--- config.mk ---
export PLATFORM = sky130hd
export DESIGN_NAME = calc_ctrl_flat
export DESIGN_NICKNAME = d
export VERILOG_FILES = /design/src/rtl/calc_pkg.sv /design/src/rtl/calc_if.sv /design/src/rtl/calc_alu.sv /design/src/rtl/calc_ctrl.sv /design/src/flat_wrapper.sv
export SDC_FILE = /design/constraint.sdc
export NUM_CORES = 1
export LEC_CHECK = 0
export BUFFER_PORTS_ARGS = -buffer_cell sky130_fd_sc_hd__buf_2
export CORE_ASPECT_RATIO = 0.9
export CORE_UTILIZATION = 55
export CTS_BUF_LIST = sky130_fd_sc_hd__clkbuf_16
export CTS_CLUSTER_SIZE = 30
export DETAILED_ROUTE_END_ITERATION = 8
export PLACE_DENSITY = 0.8
export SETUP_SLACK_MARGIN = 0.2
export SLEW_MARGIN = 20
export SYNTH_ARGS = -nofsm -noshare
export SYNTH_HDL_FRONTEND = slang
export SYNTH_SLANG_ARGS = --single-unit
--- constraint.sdc ---
create_clock -name clk -period 6.53 [get_ports clk]
set_clock_uncertainty 0.2 [all_clocks]
set_input_delay 0.9795 -clock clk [delete_from_list [all_inputs] [get_ports clk]]
set_output_delay 0.9795 -clock clk [all_outputs]
set_load 0.005 [all_outputs]
--- src/rtl/calc_pkg.sv ---
// calc_pkg: shared types and helpers for the calculator sequencer.
//   calc_state_e : entry FSM states
//   OP_ADD/OP_SUB: operator encodings held in op_r
//   calc_mag     : magnitude of a w-bit two's-complement value (w < CALC_MAX_W)
package calc_pkg;

    localparam int unsigned CALC_MAX_W = 32;

    localparam logic OP_ADD = 1'b0;
    localparam logic OP_SUB = 1'b1;

    typedef enum logic [2:0] {
        IDLE    = 3'd0,
        HAVE_A  = 3'd1,
        HAVE_OP = 3'd2,
        HAVE_B  = 3'd3,
        EXEC    = 3'd4,
        RESULT  = 3'd5
    } calc_state_e;

    // val carries a w-bit value in its low bits. The negation is done at full
    // width and masked back, so the most-negative value maps to 2^(w-1).
    function automatic logic [CALC_MAX_W-1:0] calc_mag(input logic [CALC_MAX_W-1:0] val,
                                                       input int unsigned           w);
        logic [CALC_MAX_W-1:0] mask;
        logic [CALC_MAX_W-1:0] sign_bit;
        mask     = (CALC_MAX_W'(1) << w) - CALC_MAX_W'(1);
        sign_bit = CALC_MAX_W'(1) << (w - 1);
        if ((val & sign_bit) != '0) begin
            return (~val + CALC_MAX_W'(1)) & mask;
        end
        return val & mask;
    endfunction

endpackage

--- src/rtl/calc_if.sv ---
// calc_if: strobe inputs and display outputs of the calculator sequencer.
//   master: input stage / bench side (drives strobes, reads display)
//   slave : calc_ctrl side
//   number/num_valid, op/op_valid, equal, clear : 1-cycle input strobes
//   SSD/sign : sign-magnitude display, c_out : overflow, busy : executing
interface calc_if #(
    parameter int unsigned N = 4
);
    logic [N-1:0] number;
    logic         num_valid;
    logic         op;
    logic         op_valid;
    logic         equal;
    logic         clear;
    logic [N-1:0] SSD;
    logic         sign;
    logic         c_out;
    logic         busy;

    modport master (
        output number, num_valid, op, op_valid, equal, clear,
        input  SSD, sign, c_out, busy
    );

    modport slave (
        input  number, num_valid, op, op_valid, equal, clear,
        output SSD, sign, c_out, busy
    );
endinterface

--- src/rtl/calc_alu.sv ---
// calc_alu: combinational N-bit two's-complement add/subtract.
//   a, b : operands      sub : 1 = a - b, 0 = a + b
//   sum  : wrapped result ovf : signed overflow
module calc_alu #(
    parameter int unsigned N = 4
) (
    input  logic [N-1:0] a,
    input  logic [N-1:0] b,
    input  logic         sub,
    output logic [N-1:0] sum,
    output logic         ovf
);
    always_comb begin
        if (sub) begin
            sum = a - b;
            ovf = (a[N-1] != b[N-1]) && (sum[N-1] != a[N-1]);
        end else begin
            sum = a + b;
            ovf = (a[N-1] == b[N-1]) && (sum[N-1] != a[N-1]);
        end
    end
endmodule

--- src/rtl/calc_ctrl.sv ---
// calc_ctrl: entry sequencer for the calculator accumulator path.
//   clk : system clock       rst : synchronous active-high reset
//   bus : calc_if.slave (operand/operator/equal/clear strobes in,
//         sign-magnitude display, c_out and busy out)
// Build option CALC_SUB_EN: when defined op=1 selects subtraction; when
// undefined the op input is ignored and every execute adds.
// N must stay below calc_pkg::CALC_MAX_W.
module calc_ctrl
    import calc_pkg::*;
#(
    parameter int unsigned N = 4
) (
    input logic   clk,
    input logic   rst,
    calc_if.slave bus
);
    calc_state_e  state_q, state_d;
    logic [N-1:0] acc_q, acc_d;
    logic [N-1:0] b_q, b_d;
    logic         op_r_q, op_r_d;
    logic         c_out_q, c_out_d;

    logic         op_in;
    logic [N-1:0] alu_sum;
    logic         alu_ovf;
    logic [N-1:0] display;

`ifdef CALC_SUB_EN
    assign op_in = bus.op;
`else
    assign op_in = OP_ADD;
`endif

    calc_alu #(
        .N (N)
    ) u_alu (
        .a   (acc_q),
        .b   (b_q),
        .sub (op_r_q),
        .sum (alu_sum),
        .ovf (alu_ovf)
    );

    always_ff @(posedge clk) begin
        if (rst) begin
            state_q <= IDLE;
            acc_q   <= '0;
            b_q     <= '0;
            op_r_q  <= OP_ADD;
            c_out_q <= 1'b0;
        end else begin
            state_q <= state_d;
            acc_q   <= acc_d;
            b_q     <= b_d;
            op_r_q  <= op_r_d;
            c_out_q <= c_out_d;
        end
    end

    // Only the highest-priority strobe of a cycle is considered; the rest are
    // dropped even if the winner has no effect in the current state.
    always_comb begin
        state_d = state_q;
        acc_d   = acc_q;
        b_d     = b_q;
        op_r_d  = op_r_q;
        c_out_d = c_out_q;
        if (bus.clear) begin
            state_d = IDLE;
            acc_d   = '0;
            b_d     = '0;
            op_r_d  = OP_ADD;
            c_out_d = 1'b0;
        end else begin
            unique case (state_q)
                IDLE: begin
                    if (!bus.equal && !bus.op_valid && bus.num_valid) begin
                        acc_d   = bus.number;
                        state_d = HAVE_A;
                    end
                end
                HAVE_A: begin
                    if (bus.equal) begin
                        state_d = HAVE_A;
                    end else if (bus.op_valid) begin
                        op_r_d  = op_in;
                        state_d = HAVE_OP;
                    end else if (bus.num_valid) begin
                        acc_d = bus.number;
                    end
                end
                HAVE_OP: begin
                    if (bus.equal) begin
                        state_d = HAVE_OP;
                    end else if (bus.op_valid) begin
                        op_r_d = op_in;
                    end else if (bus.num_valid) begin
                        b_d     = bus.number;
                        state_d = HAVE_B;
                    end
                end
                HAVE_B: begin
                    if (bus.equal) begin
                        state_d = EXEC;
                    end else if (!bus.op_valid && bus.num_valid) begin
                        b_d = bus.number;
                    end
                end
                EXEC: begin
                    acc_d   = alu_sum;
                    c_out_d = alu_ovf;
                    state_d = RESULT;
                end
                RESULT: begin
                    if (bus.equal) begin
                        state_d = EXEC;
                    end else if (bus.op_valid) begin
                        op_r_d  = op_in;
                        state_d = HAVE_OP;
                    end else if (bus.num_valid) begin
                        acc_d   = bus.number;
                        c_out_d = 1'b0;
                        state_d = HAVE_A;
                    end
                end
                default: begin
                    state_d = IDLE;
                end
            endcase
        end
    end

    always_comb begin
        display = acc_q;
        case (state_q)
            IDLE:    display = '0;
            HAVE_B:  display = b_q;
            default: display = acc_q;
        endcase
        bus.sign  = display[N-1];
        bus.SSD   = N'(calc_mag(CALC_MAX_W'(display), N));
        bus.c_out = c_out_q;
        bus.busy  = (state_q == EXEC);
    end
endmodule

--- src/flat_wrapper.sv ---
// flat-port wrapper written by rule: the top's interface ports become plain ports
module calc_ctrl_flat import calc_pkg::*;
#(
    parameter int unsigned N = 4
)
  (clk, rst, bus_number, bus_num_valid, bus_op, bus_op_valid, bus_equal, bus_clear, bus_SSD, bus_sign, bus_c_out, bus_busy);
  calc_if #(.N(N)) bus_i ();
  input logic clk;
  input logic rst;
  input wire logic [$bits(bus_i.number)-1:0] bus_number;
  input wire logic [$bits(bus_i.num_valid)-1:0] bus_num_valid;
  input wire logic [$bits(bus_i.op)-1:0] bus_op;
  input wire logic [$bits(bus_i.op_valid)-1:0] bus_op_valid;
  input wire logic [$bits(bus_i.equal)-1:0] bus_equal;
  input wire logic [$bits(bus_i.clear)-1:0] bus_clear;
  output wire logic [$bits(bus_i.SSD)-1:0] bus_SSD;
  output wire logic [$bits(bus_i.sign)-1:0] bus_sign;
  output wire logic [$bits(bus_i.c_out)-1:0] bus_c_out;
  output wire logic [$bits(bus_i.busy)-1:0] bus_busy;
  assign bus_i.number = bus_number;
  assign bus_i.num_valid = bus_num_valid;
  assign bus_i.op = bus_op;
  assign bus_i.op_valid = bus_op_valid;
  assign bus_i.equal = bus_equal;
  assign bus_i.clear = bus_clear;
  assign bus_SSD = bus_i.SSD;
  assign bus_sign = bus_i.sign;
  assign bus_c_out = bus_i.c_out;
  assign bus_busy = bus_i.busy;
  calc_ctrl #(.N(N)) u_core (.clk(clk), .rst(rst), .bus(bus_i));
endmodule
==> reports/results.ini, run 1 <==
[synthesis]
ys_ff_latch = 12
synth_cell_type_count = 39
yosysWarnings = 0
async_reset_ff_share_pct = 0
syn_area_per_cell_um2 = 8.881
synth_edf_count = 0
ys_seq_area_share_pct = 26.52
synth_nets = 118
ys.flop_type = dfxtp_1
synthCells = 102
mappedNetlistArea_um2 = 905.9

[clock_network]
cts_setup_buffers = 0
clk_pin_slew_ns = 0.04
cts-buffers-inserted = 3
tritoncts = done
cts_resized = 0
cts.sinks = 12
cts_buffer_depth = 2
hold_buffers = 0
clk_latency_ns = 0.24
clock-root-buffer = clkbuf_16
htreeDepth = 1

[layout]
final_common_cell = buf_2
layout-drive-gt1-share_pct = 27.12
most-common-layout-cells = buf_2 (16), nor2_1 (12), dfxtp_1 (12)
area_delta_synth_final_pct = 16.85
num_antenna_cells = 0
final-instance-count-excl-fill = 140
final_core_util_pct = 70.74
fin_nets = 135
final_area_um2 = 1059

[grt]
grt-ovfl-total = 0
grt_pass1_vias = 654
grt_usage_pct = 25.93
grt_max_degree = 14
antenna_found_initial = 0
grt_pass1_wl_um = 3084

[routing]
detail-route-antenna-nets = 0
via_per_inst = 5.571
dr.pass1.iters = 4
drc = 0
drtIter0Drc = 19
dr_total_vias = 780
routed_wl_um = 1987
wire_per_inst_um = 14.19

[timing]
rsz0062_at_grt = no
min_period_ns = 3.462
tightest_slew_ns = 0.4586
final.setup.tns_ns = 0
clock.fmax_mhz = 288.8
setup_viol = 0
finalHoldViolCount = 0
slew_violations = 0
period_share_pct = 53.02
max_slew_margin_pct = 69.36

[worst_hold_path]
worstHoldStart = u_core.bus.c_out
hold_path.class = flip-flop to flip-flop

[setup_path]
path_max_fanout = 10
crit_required_ns = 5.35
start_kind = flip-flop
regToRegStartpoint = u_core.acc_q[1]
worstSetupPathType = flip-flop to output port
crit_path_start = u_core.state_q[1]
end_kind = output port
critPathArrivalTime_ns = 2.28

[placed_design]
post_dp_cell_area_um2 = 979.7
dpl.hpwl_um = 1442
port_buffers = 16
gp_congestion = 0.7761
dpl.cell_count = 136

[floorplan]
ios = 18
coreArea_um2 = 1496
die_w_um = 44.78
die_h_um = 40.50
core.rowCount = 13
start_util_pct = 60.54
die-area_um2 = 1814

[power_and_ir_drop]
total_power_w = 0.0002002
p_leak_nw = 0.4667
irDropWorstVdd_uv = 174.2
p_per_area_nw_per_um2 = 189.1

[flow_run]
cap_violations = 0

[run_status]
outcome = completed

-- state kept, by name (all words and copies together), names as in the netlist --
register,count
u_core.acc_q,4
u_core.bus.c_out,1
u_core.b_q,4
u_core.state_q,3
-- worst paths after layout --
path         slack [ns]               end  cells after the start
min reg2reg        0.29  u_core.bus.c_out                      2
max reg2reg        4.82  u_core.bus.c_out                      5
min                0.29  u_core.bus.c_out                      2
max                3.07        bus_SSD[1]                      7
-- cells in the mapped netlist, drive strengths merged (3+ instances only) --
cell type,n,share of area [%]
o21ai,4,2.2
a211oi,6,5.0
nor2,12,5.0
nor2b,3,3.2
nand2,5,2.1
mux2i,5,5.5
buf,3,3.3
dfxtp,12,27
ha,4,5.5
a21oi,5,2.8
xnor2,3,2.9
nand3,4,2.2
a22o,6,7.0
inv,8,3.3
-- metal layers --
layer	vias up	part of all wire, %	track usage [%]
met2	21	46	39.71
met3	4	4.1	7.658
met5	-	0	0
li1	400	-	-
met1	355	48	34.05
met4	0	1.7	11.36
-- cell families (layout without fill, tap and decap cells) --
kind of cell / Yosys count / in the layout / synth area share (%)
XOR/XNOR: 4 / 4 / 3.868
buffers and inverters: 12 / 28 / 7.044
adder cells (fa/ha/maj): 5 / 5 / 7.735
AO/OA/AOI/OAI: 29 / 29 / 23.76
AND/OR/NAND/NOR: 34 / 34 / 24.31
multiplexers: 6 / 6 / 6.768
flip-flops: 12 / 12 / 26.52
-- metrics by stage --
step,hold slack [ns],worst slack (ns)
final,0.2850,3.068
after global routing,0.3027,2.994
after global placement,0.2626,3.450
after detailed placement,0.2658,3.325
after floorplan,0.2641,3.721
after CTS,0.2871,3.067
-- cell type report --
cell class | instances | area [um2]
multi-input cells | 78 | 601.8
fillers | 125 | 437.9
flip-flops and latches | 12 | 240.2
repair buffers | 16 | 80.08
clock buffers | 3 | 75.07
inverters | 8 | 30.03
well taps | 22 | 27.53
clock inverters | 1 | 3.754
-- critical path, cell delays in order (launching register included) --
cell     delay [ns]
dfxtp_1        0.53
nor2b_4        0.35
a22o_2         0.18
a22o_1         0.20
inv_1          0.08
ha_1           0.30
mux2_2         0.26
buf_2          0.13
-- report_power, final --
group | internal (W) | switching (W) | leakage (nW)
sequential | 0.0000740 | 0.000000991 | 0.0968
clock | 0.0000807 | 0.0000332 | 0.0385
combinational | 0.00000526 | 0.00000603 | 0.331
total | 0.000160 | 0.0000402 | 0.467
Power figures use the tool's default switching activity.
==> run 2: changes to the inputs <==
ABC_AREA = 1   (was default)
CORE_UTILIZATION = 48   (was 55)
PLACE_DENSITY = 0.73   (was 0.8)
clock period = 2.9 ns   (was 6.53 ns; I/O delays follow)
==> reports/results.ini, run 2 <==
[run_status]
outcome = completed

[synthesis]
synth_compound_area_share_pct = 15.40  ; -8.4 points
ys_ff_latch = 12  ; unchanged
async_reset_ff_share_pct = 0  ; unchanged
yosysWarnings = 0  ; unchanged
synth_top_family_by_area = simple AND/OR/NAND/NOR gates
synthAdderAreaFrac_pct = 7.311  ; -0.42 points
ys_top_cells_by_count = nand2_1 (37), nor2_1 (21), inv_1 (17)
synth_top_area_share_pct = 25.07  ; -1.5 points
yosys.area_share.xor_xnor_pct = 0.9138  ; -3.0 points
yosysMostFrequentCell = nand2_1
ys.flop_type = dfxtp_1
syn_area_per_cell_um2 = 6.224  ; -30%
ys_seq_area_share_pct = 25.07  ; -1.5 points
post-synth-top-area-cell = dfxtp_1
synthCells = 154  ; +51%
synth_cell_type_count = 24  ; -38%
mappedNetlistArea_um2 = 958.4  ; +5.8%
synthMuxAreaShare_pct = 0  ; -6.8 points
synthTopCellsByArea = dfxtp_1 (25%), nand2_1 (14%), nor2_1 (8.2%)
yosys.area_share.simple_pct = 39.95  ; +16 points
synth_nets = 170  ; +44%
synth_edf_count = 0  ; unchanged

[timing]
rsz0062_at_grt = no
setup_viol = 0  ; unchanged
period_share_pct = 87.89
max_slew_margin_pct = 56.42  ; -13 points
tightest_slew_ns = 0.6513  ; +0.1927 ns
min_period_ns = 2.549
slew_violations = 0  ; unchanged
clock.fmax_mhz = 392.4
finalHoldViolCount = 0  ; unchanged
final.setup.tns_ns = 0  ; unchanged
hold_slack_ns = 0.2346  ; -0.05040 ns

[routing]
drc = 0  ; unchanged
detail-route-antenna-nets = 0  ; unchanged
dr.pass1.iters = 4  ; unchanged
wire_per_inst_um = 11.16  ; -21%
drtIter0Drc = 37  ; +18
dr_total_vias = 997  ; +28%
via_per_inst = 5.061  ; -9.2%
routed_wl_um = 2199  ; +11%

[setup_path]
critPathArrivalTime_ns = 1.91  ; -0.37 ns
start_kind = flip-flop
end_kind = output port
worstSetupPathType = flip-flop to output port
crit_path_cell_trace = inv_2 > nand2_1 > nand2_4 > o22ai_1 > inv_2 > ha_1 > inv_1 > nand2_1 > nand2_1 > nand2_1 > inv_1 > buf_2
path_common_cell = nand2_1
crit_required_ns = 2.27  ; -3.08 ns
path_max_fanout = 8  ; -2
critPathMaxStageDelay_ns = 0.46  ; -0.07 ns
cpMaxStageDelayCell = dfxtp_1

[power_and_ir_drop]
internal_power_w = 0.0003720  ; +130%
p_sw_w = 0.0001188  ; +200%
total_power_w = 0.0004908  ; +150%
p_seq_share_pct = 35.3  ; -2.2 points
p_leak_nw = 0.5670  ; +21%
irDropWorstVdd_uv = 473.3  ; +170%
p_comb_share_pct = 11.9  ; +6.3 points
swShare_pct = 24.21  ; +4.1 points
p_per_area_nw_per_um2 = 431.6  ; +130%
pwr-share-clk_pct = 52.7  ; -4.2 points

[layout]
num_antenna_cells = 0  ; unchanged
most-common-layout-cells = nand2_1 (37), nor2_1 (21), inv_1 (17)
multi_input_area_um2 = 609.3  ; +1.2%
final_core_util_pct = 64.29  ; -6.5 points
n_fill_cell = 169  ; +35%
fin_nets = 190  ; +41%
seq_area_um2 = 241.5  ; +0.52%
layout-drive-gt1-share_pct = 23.70  ; -3.4 points
final_common_cell = nand2_1
final_area_um2 = 1137  ; +7.4%
area_delta_synth_final_pct = 18.67
top_regs = u_core.acc_q (4), u_core.b_q (4), u_core.state_q (3)

[placed_design]
dpl.hpwl_um = 1743  ; +21%
post_dp_cell_area_um2 = 1057  ; +7.9%
gp_congestion = 0.8923  ; +15%
port_buffers = 16  ; unchanged

[flow_run]
cap_violations = 0  ; unchanged

[grt]
grt_pass1_wl_um = 4064  ; +32%
grt_pass1_vias = 903  ; +38%
grt_max_degree = 12  ; -2
grt-ovfl-total = 0  ; unchanged
grt_usage_pct = 25.07  ; -0.85 points
antenna_found_initial = 0  ; unchanged

[clock_network]
clk_latency_ns = 0.24  ; about the same
clk_pin_slew_ns = 0.05  ; about the same
tritoncts = done
cts.sinks = 12  ; unchanged
cts_setup_buffers = 0  ; unchanged
cts-buffers-inserted = 3  ; unchanged
cts_buffer_depth = 2  ; unchanged
htreeDepth = 1  ; unchanged
clock-root-buffer = clkbuf_16

[floorplan]
die-area_um2 = 2180  ; +20%
die_w_um = 49.10  ; +9.6%
ios = 18  ; unchanged
start_util_pct = 54.17  ; -6.4 points
die_h_um = 44.39  ; +9.6%
core.rowCount = 14  ; +1
coreArea_um2 = 1769  ; +18%

[worst_hold_path]
hold_path.class = input pin to flip-flop

[run 2: area by class of cell]
cell class                      instances  area share (%)
Timing Repair Buffer                   16           7.041
Multi-Input combinational cell        115           53.58
Sequential cell                        12           21.23
Clock buffer                            3           6.601
Inverter                               26           8.581
Clock inverter                          1          0.3300
Tap cell                               24           2.640
[run 2: power by group through the flow]
stage	combinational, W	clock [W]	sequential [W]
3_3_place_gp	0.0000560	0	0.000176
4_1_cts	0.0000582	0.000264	0.000173
2_1_floorplan	0.0000435	0	0.000175
6_report	0.0000585	0.000259	0.000173
5_1_grt	0.0000678	0.000275	0.000174
3_5_place_dp	0.0000579	0	0.000176
[run 2: path summary, 6_finish.rpt]
kind	from	end	slack (ns)	cells past startpoint
min	bus_number[3]	u_core.b_q[3]	0.23	3
min reg2reg	u_core.bus.c_out	u_core.bus.c_out	0.26	2
max reg2reg	u_core.acc_q[0]	u_core.acc_q[2]	1.18	7
max	u_core.state_q[2]	bus_SSD[2]	0.35	12
[run 2: logic make-up after synthesis]
family / Yosys count
compound gates: 25
xor+xnor: 1
simple gates: 84
flops: 12
buf+inv: 27
fa+ha+maj: 5
[run 2: layer usage]
layer  routed length (um)  global-route usage [%]  up-vias
met5                    0                       0        -
met4                   13                   7.059        0
met3                  195                   8.247        4
met2                  926                   39.45       51
met1                 1064                   32.98      411
li1                     -                       -      531
[run 2: per-stage QoR]
stage,std cells,setup slack (ns)
floorplan,154,0.8911
global placement,193,0.7020
detailed placement,193,0.6200
CTS,197,0.3518
global route,197,0.2083
finish,197,0.3513
[run 2: worst max-delay path, delay by kind of cell (launching register included)]
kind,cells,cell delay [ns]
flip-flops,1,0.46
AND/OR/NAND/NOR,5,0.45
buffers and inverters,5,0.43
adder cells (fa/ha/maj),1,0.18
AO/OA/AOI/OAI,1,0.14
[run 2: what timing repair did]
item / 4_1_cts / 5_1_grt
gates resized for setup: 0 / 1
setup endpoints to repair: 0 / 1
hold buffers: 0 / 0
